[src/rtl/mem_pkg.sv]
// Shared definitions for the data-memory access controller: data type
// encodings, read/write polarity, controller states and small helpers.
package mem_pkg;

    localparam logic [1:0] DT_BYTE  = 2'b00;
    localparam logic [1:0] DT_HALF  = 2'b01;
    localparam logic [1:0] DT_WORD  = 2'b10;
    localparam logic [1:0] DT_DWORD = 2'b11;

    localparam logic RW_READ  = 1'b1;
    localparam logic RW_WRITE = 1'b0;

    typedef enum logic [2:0] {
        IDLE,
        CHECK,
        SETUP,
        STROBE,
        RELEASE,
        DONE
    } state_t;

    // Halfwords need an even address, words and doublewords a multiple of four.
    function automatic logic isMisaligned(input logic [1:0] dtype, input logic [1:0] lowAddr);
        logic bad;
        bad = 1'b0;
        case (dtype)
            DT_HALF:           bad = lowAddr[0];
            DT_WORD, DT_DWORD: bad = |lowAddr;
            default:           bad = 1'b0;
        endcase
        return bad;
    endfunction

    // Zero-pads narrow store data so unused memory lanes never see stale bits.
    function automatic logic [31:0] storeWord(input logic [1:0] dtype, input logic [31:0] data);
        logic [31:0] word;
        word = data;
        case (dtype)
            DT_BYTE: word = {24'b0, data[7:0]};
            DT_HALF: word = {16'b0, data[15:0]};
            default: word = data;
        endcase
        return word;
    endfunction

endpackage

[src/rtl/load_extend.sv]
// Formats a word returned by memory into the 64-bit load result:
// byte/halfword zero- or sign-extension, words zero-extended.
module load_extend
    import mem_pkg::*;
(
    input  logic [1:0]  dtype_i,
    input  logic        signedLd_i,
    input  logic [31:0] word_i,
    output logic [63:0] result_o
);

    // Pick the extension that matches the access size.
    always_comb begin
        result_o = {32'b0, word_i};
        case (dtype_i)
            DT_BYTE: result_o = signedLd_i ? {{56{word_i[7]}}, word_i[7:0]}
                                           : {56'b0, word_i[7:0]};
            DT_HALF: result_o = signedLd_i ? {{48{word_i[15]}}, word_i[15:0]}
                                           : {48'b0, word_i[15:0]};
            default: result_o = {32'b0, word_i};
        endcase
    end

endmodule

[src/rtl/mem_access_ctrl.sv]
// CPU-side initiator for the MOV/MOC data-memory handshake. Takes one
// load/store from the datapath, checks alignment, runs one or two word
// transfers (doublewords are split) and reports rdata/err with a done pulse.
module mem_access_ctrl
    import mem_pkg::*;
#(
    parameter int ADDR_W   = 8,
    parameter int TIMEOUT  = 15,
    parameter int MIN_WAIT = 1
) (
    input  logic              clk,
    input  logic              reset,
    input  logic              req,
    input  logic              rw,
    input  logic [1:0]        dtype,
    input  logic              signed_ld,
    input  logic [ADDR_W-1:0] addr,
    input  logic [63:0]       wdata,
    output logic [63:0]       rdata,
    output logic              busy,
    output logic              done,
    output logic              err,
    output logic              MOV,
    output logic              ReadWrite,
    output logic [ADDR_W-1:0] Address,
    output logic [1:0]        DataType,
    output logic [31:0]       MemDataOut,
    input  logic [31:0]       MemDataIn,
    input  logic              MOC
);

    localparam int CNT_MAX = (TIMEOUT > MIN_WAIT) ? TIMEOUT : MIN_WAIT;
    localparam int CNT_W   = $clog2(CNT_MAX + 1);
    localparam logic [ADDR_W-1:0] BEAT_STRIDE = ADDR_W'(4);

    state_t             state_q;
    logic               rw_q;
    logic [1:0]         dtype_q;
    logic               signedLd_q;
    logic [ADDR_W-1:0]  addr_q;
    logic [63:0]        wdata_q;
    logic               beat_q;
    logic [CNT_W-1:0]   waitCnt_q;
    logic [CNT_W-1:0]   waitCnt_d;
    logic [31:0]        word0_q;

    logic [63:0]        rdata_q;
    logic               busy_q;
    logic               done_q;
    logic               err_q;
    logic               mov_q;
    logic               readWrite_q;
    logic [ADDR_W-1:0]  address_q;
    logic [1:0]         dataType_q;
    logic [31:0]        memDataOut_q;

    logic [63:0]        loadResult;
    logic               waitMet;
    logic               waitExpired;
    logic               isDword;

    load_extend uLoadExtend (
        .dtype_i    (dtype_q),
        .signedLd_i (signedLd_q),
        .word_i     (MemDataIn),
        .result_o   (loadResult)
    );

    // Wait counter advance and the two STROBE exit conditions it feeds.
    always_comb begin
        waitCnt_d   = waitCnt_q + CNT_W'(1);
        waitMet     = (waitCnt_d >= CNT_W'(MIN_WAIT)) && MOC;
        waitExpired = (waitCnt_d >= CNT_W'(TIMEOUT));
        isDword     = (dtype_q == DT_DWORD);
    end

    // Controller FSM; every bus and status output is registered here.
    always_ff @(posedge clk) begin
        if (reset) begin
            state_q      <= IDLE;
            rw_q         <= RW_WRITE;
            dtype_q      <= DT_BYTE;
            signedLd_q   <= 1'b0;
            addr_q       <= '0;
            wdata_q      <= '0;
            beat_q       <= 1'b0;
            waitCnt_q    <= '0;
            word0_q      <= '0;
            rdata_q      <= '0;
            busy_q       <= 1'b0;
            done_q       <= 1'b0;
            err_q        <= 1'b0;
            mov_q        <= 1'b0;
            readWrite_q  <= RW_WRITE;
            address_q    <= '0;
            dataType_q   <= DT_BYTE;
            memDataOut_q <= '0;
        end else begin
            done_q <= 1'b0;
            unique case (state_q)
                IDLE: begin
                    if (req) begin
                        rw_q       <= rw;
                        dtype_q    <= dtype;
                        signedLd_q <= signed_ld;
                        addr_q     <= addr;
                        wdata_q    <= wdata;
                        beat_q     <= 1'b0;
                        err_q      <= 1'b0;
                        busy_q     <= 1'b1;
                        state_q    <= CHECK;
                    end
                end
                CHECK: begin
                    if (isMisaligned(dtype_q, addr_q[1:0])) begin
                        err_q   <= 1'b1;
                        done_q  <= 1'b1;
                        state_q <= DONE;
                    end else begin
                        address_q    <= addr_q;
                        dataType_q   <= isDword ? DT_WORD : dtype_q;
                        readWrite_q  <= rw_q;
                        memDataOut_q <= storeWord(dtype_q, wdata_q[31:0]);
                        state_q      <= SETUP;
                    end
                end
                SETUP: begin
                    waitCnt_q <= '0;
                    mov_q     <= 1'b1;
                    state_q   <= STROBE;
                end
                STROBE: begin
                    if (waitMet) begin
                        mov_q   <= 1'b0;
                        state_q <= RELEASE;
                        if (rw_q == RW_READ) begin
                            if (!isDword) begin
                                rdata_q <= loadResult;
                            end else if (!beat_q) begin
                                word0_q <= MemDataIn;
                            end else begin
                                rdata_q <= {MemDataIn, word0_q};
                            end
                        end
                    end else if (waitExpired) begin
                        mov_q   <= 1'b0;
                        err_q   <= 1'b1;
                        done_q  <= 1'b1;
                        state_q <= DONE;
                    end else begin
                        waitCnt_q <= waitCnt_d;
                    end
                end
                RELEASE: begin
                    if (isDword && !beat_q) begin
                        beat_q       <= 1'b1;
                        address_q    <= address_q + BEAT_STRIDE;
                        memDataOut_q <= wdata_q[63:32];
                        state_q      <= SETUP;
                    end else begin
                        done_q  <= 1'b1;
                        state_q <= DONE;
                    end
                end
                DONE: begin
                    busy_q  <= 1'b0;
                    state_q <= IDLE;
                end
                default: state_q <= IDLE;
            endcase
        end
    end

    assign rdata      = rdata_q;
    assign busy       = busy_q;
    assign done       = done_q;
    assign err        = err_q;
    assign MOV        = mov_q;
    assign ReadWrite  = readWrite_q;
    assign Address    = address_q;
    assign DataType   = dataType_q;
    assign MemDataOut = memDataOut_q;

endmodule

[config.mk]
export PLATFORM = sky130hd
export DESIGN_NAME = mem_access_ctrl
export DESIGN_NICKNAME = d
export VERILOG_FILES = /design/src/rtl/mem_pkg.sv /design/src/rtl/load_extend.sv /design/src/rtl/mem_access_ctrl.sv
export SDC_FILE = /design/constraint.sdc
export NUM_CORES = 1
export LEC_CHECK = 0
export CAP_MARGIN = 0
export CORE_MARGIN = 2
export CORE_UTILIZATION = 28
export CTS_BUF_LIST = sky130_fd_sc_hd__clkbuf_16
export DETAILED_ROUTE_END_ITERATION = 8
export PLACE_DENSITY = 0.61
export SLEW_MARGIN = 20
export SYNTH_ARGS = -nofsm -noshare
export SYNTH_HDL_FRONTEND = slang
export SYNTH_HIERARCHICAL = 1
export SYNTH_SLANG_ARGS = --single-unit
[constraint.sdc]
create_clock -name clk -period 3.3 [get_ports clk]
set_input_delay 0.66 -clock clk [delete_from_list [all_inputs] [get_ports clk]]
set_output_delay 0.66 -clock clk [all_outputs]
set_load 0.01 [all_outputs]
After elaboration in Yosys (flattened, before gate mapping)

Index checks and enable logic that the tools add are counted.
W data, S select, Z words.

Register bits after elaboration: 227
Output and inout port bits: 111

Add/subtract/negate cells: 2
$lt $le $gt $ge: 2
Equality and inequality tests: 17
Multiplexer cells: 42
Bitwise operators: 2
Reduce and logical (&&, ||, !) cells: 23

Operators with widths:

| operator              | number |
|---|---|
| $mux W64              | 4 |
| $pmux W32 S2          | 2 |
| $pmux W64 S2          | 1 |
| $mux W32              | 2 |
| $mux W8               | 2 |
| $ne A2 B2 Y1 const B  | 8 |
| $pmux W8 S2           | 1 |
| $mux W3               | 5 |
| $pmux W3 S5           | 1 |
| $mux W1               | 14 |
| $reduce_and A2 Y1     | 5 |
| $reduce_and A5 Y1     | 2 |
| $reduce_and A3 Y1     | 3 |
| $add A8 B3 Y8 const B | 1 |
| $mux W4               | 2 |
| $pmux W1 S2           | 4 |
| $pmux W4 S2           | 1 |
| $reduce_bool A2 Y1    | 4 |
| $eq A3 B2 Y1 const B  | 2 |
| $eq A3 B3 Y1 const B  | 2 |
| $pmux W1 S3           | 2 |
| $add A4 B1 Y4 const B | 1 |
| $eq A2 B2 Y1 const B  | 2 |
| $ge A4 B1 Y1 const B  | 1 |
| other kinds (13)      | 16 |

Depth between registers and ports, before layout

Word-level depth: 7
Depth in mapped cells: 9
Depth with buffers taken out: 6

Hierarchy

The synthesis kept the hierarchy.

By module, submodules not included:

| module          | instances | cells each | area each (um2) | sequential area each (um2) |
|---|---|---|---|---|
| mem_access_ctrl | 1         | 1,174      | 9,549.2         | 4,544.4 |
| load_extend     | 1         | 98         | 611.8           | 0.0 |

Worst setup path before layout

Ideal clock, no wire load.

Kind: input port to flip-flop
From: in MemDataIn[15]
To: reg rdata_q[52] (netlist: rdata[52])
Arrival: 2,441 ps
Data required time: 3,211 ps
Setup slack: 770 ps
Cell stages on the path: 6
Buffers on the path: 2
Cell sequence: mux2i_4 -> buf_6 -> nor2_1 -> buf_4 -> nand2_1 -> a311oi_2

Word-level cells in the longest chain between the ends: 3

Ends and longest elaborated chain:

| what                     | RTL line               | RTL |
|---|---|---|
| start: declaration       | mem_access_ctrl.sv:28  | `input logic [31:0] MemDataIn,` |
| $mux W64                 | load_extend.sv:18      | `DT_HALF: result_o = signedLd_i ? {{48{word_i[15]}}, word_i[15:0]}` |
| $pmux W64 S2             | load_extend.sv:15      | `case (dtype_i)` |
| named net loadResult[52] | mem_access_ctrl.sv:57  | `logic [63:0] loadResult;` |
| $mux W64                 | mem_access_ctrl.sv:137 | `if (!isDword) begin` |
| end signal: assignment   | mem_access_ctrl.sv:138 | `rdata_q <= loadResult;` |
| end signal: assignment   | mem_access_ctrl.sv:142 | `rdata_q <= {MemDataIn, word0_q};` |
| end: declaration         | mem_access_ctrl.sv:47  | `logic [63:0] rdata_q;` |

The timed path passes the listed nets, and every way through them passes these cells.
A chain may end at the register's enable or synchronous reset.

Worst setup path after layout

From: reg state_q[1]
To: reg rdata_q[37] (netlist: rdata[37])

Word-level cells in the longest chain between the ends: 2

Ends and longest elaborated chain:

| what                               | RTL line               | RTL |
|---|---|---|
| start: declaration                 | mem_access_ctrl.sv:36  | `state_t state_q;` |
| start signal: assignment           | mem_access_ctrl.sv:80  | `state_q <= IDLE;` |
| start signal: assignment           | mem_access_ctrl.sv:111 | `state_q <= CHECK;` |
| start signal: assignment           | mem_access_ctrl.sv:118 | `state_q <= DONE;` |
| $eq A3 B2 Y1                       | mem_access_ctrl.sv:100 | `unique case (state_q)` |
| $reduce_and A4 Y1 (no source line) | -                      |  |

Every way passes these cells.

==> impl_metrics.env <==
export IMPL_core_um2=35660
export IMPL_drive_above_1_share_pct=8.652
export IMPL_cts_sinks=227
export IMPL_crit_type="reg -> reg"
export IMPL_period_minus_slack_ns=2.439
export IMPL_setup_tns_ns=0
export IMPL_r2r_slack_ns=0.86
export IMPL_synth_area_um2=10160
export IMPL_r2r_cells=7
export IMPL_postCtsSetupBuffers=0
export IMPL_worstPathArrival_ns=2.86
export IMPL_combPwrFrac_pct=17.3
export IMPL_slew_viol_final=0
export IMPL_status="completed"
export IMPL_dp_hpwl_mm=19.13
export IMPL_cts_buffers=27
export IMPL_post_route_drc_count=0
export IMPL_hold_depth=2
export IMPL_cp_required_ns=3.72
export IMPL_area_delta_synth_final_pct=29.73
export IMPL_wl_per_cell_um=16.12
export IMPL_post_drt_via_cell_ratio=4.917
export IMPL_die_w_um=194.5
export IMPL_route_layer_met1_wl_mm=13.65
export IMPL_dr_max_layer_used="met5"
export IMPL_place_congestion=0.7695
export IMPL_root_buffer="clkbuf_16"
export IMPL_fmax_mhz=410.1
export IMPL_gr_total_overflow=0
export IMPL_cts_max_level=1
export IMPL_grt_max_degree=92
export IMPL_rows=69
export IMPL_cts_hold_buffers=0
export IMPL_synthesis_nets=1388
export IMPL_dp_cells=1821
export IMPL_rsz0062_at_grt="false"
export IMPL_clk_path_buf_depth=3
export IMPL_port_buffers=222
export IMPL_dr_wl_met2_mm=13.51
export IMPL_grt_total_usage_pct=15.44
export IMPL_first_global_vias=8781
export IMPL_dpl_cell_area_um2=12390
export IMPL_final_cells=1873
export IMPL_yosysWarnings=6
export IMPL_antenna_found_initial=2
export IMPL_synth_flop_cell="dfxtp_1"
export IMPL_holdPathEnd="addr_q[4]"
export IMPL_yosysSeqAreaShare_pct=44.72
export IMPL_async_reset_ff_share_pct=0
export IMPL_first_pass_iters=5
export IMPL_synth_edff_count=0
export IMPL_critPathCaptureType="flip-flop"
export IMPL_wirelength_mm=30.19
export IMPL_postRouteAntennaNets=0
export IMPL_synth_area_per_cell_um2=7.988
export IMPL_leakagePower_uw=0.004190
export IMPL_relSlewSlack_pct=46.67
export IMPL_clk_latency_ns=0.54
export IMPL_cts_tree="built"
export IMPL_io_pins=223
export IMPL_die_height_um=194.5
export IMPL_layout_nets=1505
export IMPL_post_route_period_util_pct=73.90
export IMPL_hp_start="addr_q[4]"
export IMPL_power_density_nw_per_um2=526.4
export IMPL_synth_seq_cells=227
export IMPL_pwr_share_seq_pct=44.3
export IMPL_setup_viol=0
export IMPL_syn_instance_count=1272
export IMPL_final_hold_viol_count=0
export IMPL_fin_area_um2=13180
export IMPL_vias=9209
export IMPL_timing_rr_end="rdata[37]"
export IMPL_hold_class="reg -> reg"
export IMPL_worstSetupStartpointType="flip-flop"
export IMPL_rr_startpoint="state_q[1]"
export IMPL_p_int_uw=4929
export IMPL_cpMaxStageDelayCell="dfxtp_1"
export IMPL_die_area_um2=37830
export IMPL_path_max_fanout=30
export IMPL_ys_types=53
export IMPL_swShare_pct=28.96
export IMPL_path_clk_slew_ns=0.06
export IMPL_maxCapViolCount=0
export IMPL_max_stage_delay_ns=0.67
export IMPL_drt_iter0_drc=427
export IMPL_cts_resized=0
export IMPL_path_cells="and3b_1 -> nand2_1 -> nor3_4 -> buf_12 -> buf_4 -> nor2_1 -> a311oi_1"
export IMPL_fin_worst_skew_ns=0.01986
export IMPL_power_share_clock_pct=38.4
export IMPL_tightest_slew_ns=0.7999
export IMPL_grt_pass1_wl_mm=48.24
export IMPL_wl_met3_mm=2.532
export IMPL_p_sw_uw=2010
export IMPL_peakVddDrop_mv=0.3344
export IMPL_start_util_pct=28.50
[final cells by class]
class | instances | area, µm²
antenna | 2 | 5.005
timing repair buffer | 241 | 2469
clock inverter | 23 | 107.6
tap | 461 | 576.8
inverter | 2 | 7.507
sequential | 227 | 4552
clock buffer | 27 | 675.6
fill | 3632 | 22470
multi-input combinational | 890 | 4788
[critical path, delay by kind of cell (launching register included)]
| kind | cells | cell delay [ns] |
|---|---|---|
| simple gates | 4 | 0.80 |
| buf+inv | 2 | 0.55 |
| compound gates | 1 | 0.28 |
| flops | 1 | 0.67 |
[power groups by stage]
| stage | Clock [µW] | Sequential [µW] | Combinational [µW] |
|---|---|---|---|
| after global routing | 2860 | 3100 | 1330 |
| after floorplan | 0 | 3120 | 703 |
| after global placement | 0 | 3130 | 1200 |
| after CTS | 2740 | 3080 | 1220 |
| after detailed placement | 0 | 3130 | 1210 |
| final | 2660 | 3080 | 1200 |
[through the flow]
step	setup WS [ns]	util [%]	total power (µW)	hold slack [ns]
global placement	0.7483	34.76	4329	0.4414
finish	0.8614	36.97	6939	0.4513
detailed placement	0.6663	34.76	4349	0.4427
CTS	0.8609	36.95	7042	0.4508
floorplan	0.7704	-	3824	0.4317
global route	0.6335	36.95	7292	0.4701
[per-layer routing]
layer | vias to the layer above | GRT usage [%]
met5 | - | 0
met4 | 2 | 2.877
met3 | 39 | 5.240
met2 | 257 | 24.16
met1 | 4340 | 20.72
li1 | 4571 | -
[layout by cell type (no fill, tap or decap), drive strengths merged, types with 5 or more instances in the layout]
master and instances:
inv 12, nor3 6, mux2i 5, clkbuf 28, o21ai 31, dfxtp 227, clkdlybuf4s50 221, buf 19
nand2 364, nor2 113, a21oi 124, nand3 95, and2 5, a311oi 98, nand2b 7, clkinv 10
[registers in the layout (all words and copies together), names as in the netlist]
| signal | flops |
|---|---|
| rdata | 64 |
| wdata_q | 64 |
| MemDataOut | 32 |
| word0_q | 32 |
| Address | 8 |
| addr_q | 8 |
| waitCnt_q | 4 |
| state_q | 3 |
| DataType | 2 |
| dtype_q | 2 |
| MOV | 1 |
| ReadWrite | 1 |
| beat_q | 1 |
| busy | 1 |
| done | 1 |
| err | 1 |
| rw_q | 1 |
| signedLd_q | 1 |
[kinds of logic after synthesis]
logic type      Yosys count  share of synthesized area [%]
fa+ha+maj                 4                         0.4926
mux                       5                         0.6157
flops                   227                          44.72
compound gates          269                          20.56
buf+inv                 155                          8.398
simple gates            612                          25.21
[worst max-delay path by stage]
stage	slack, ns	to	cells after the start	from
after floorplan	0.77	rdata[52]	6	MemDataIn[15]
after global placement	0.75	rdata[5]	7	MOC
after detailed placement	0.67	rdata[37]	7	MOC
after CTS	0.86	rdata[37]	7	state_q[1]
after global routing	0.63	rdata[35]	7	state_q[1]
final	0.86	rdata[37]	7	state_q[1]
[synthesized netlist by cell type, types with 6 or more instances]
cell type | instances | area share (%)
nand2b_1 | 6 | 0.37
clkbuf_1 | 75 | 2.8
buf_2 | 25 | 1.2
nor2_1 | 113 | 4.2
nand3_1 | 95 | 4.7
a311oi_2 | 44 | 6.5
a311oi_1 | 54 | 4.7
o21ai_1 | 6 | 0.30
nand2_1 | 364 | 13
buf_4 | 40 | 3.0
o21ai_0 | 22 | 1.1
buf_6 | 12 | 1.3
a21oi_2 | 7 | 0.60
a21oi_1 | 117 | 5.8
dfxtp_1 | 227 | 45
No activity file was read; power rests on OpenSTA's default activity.
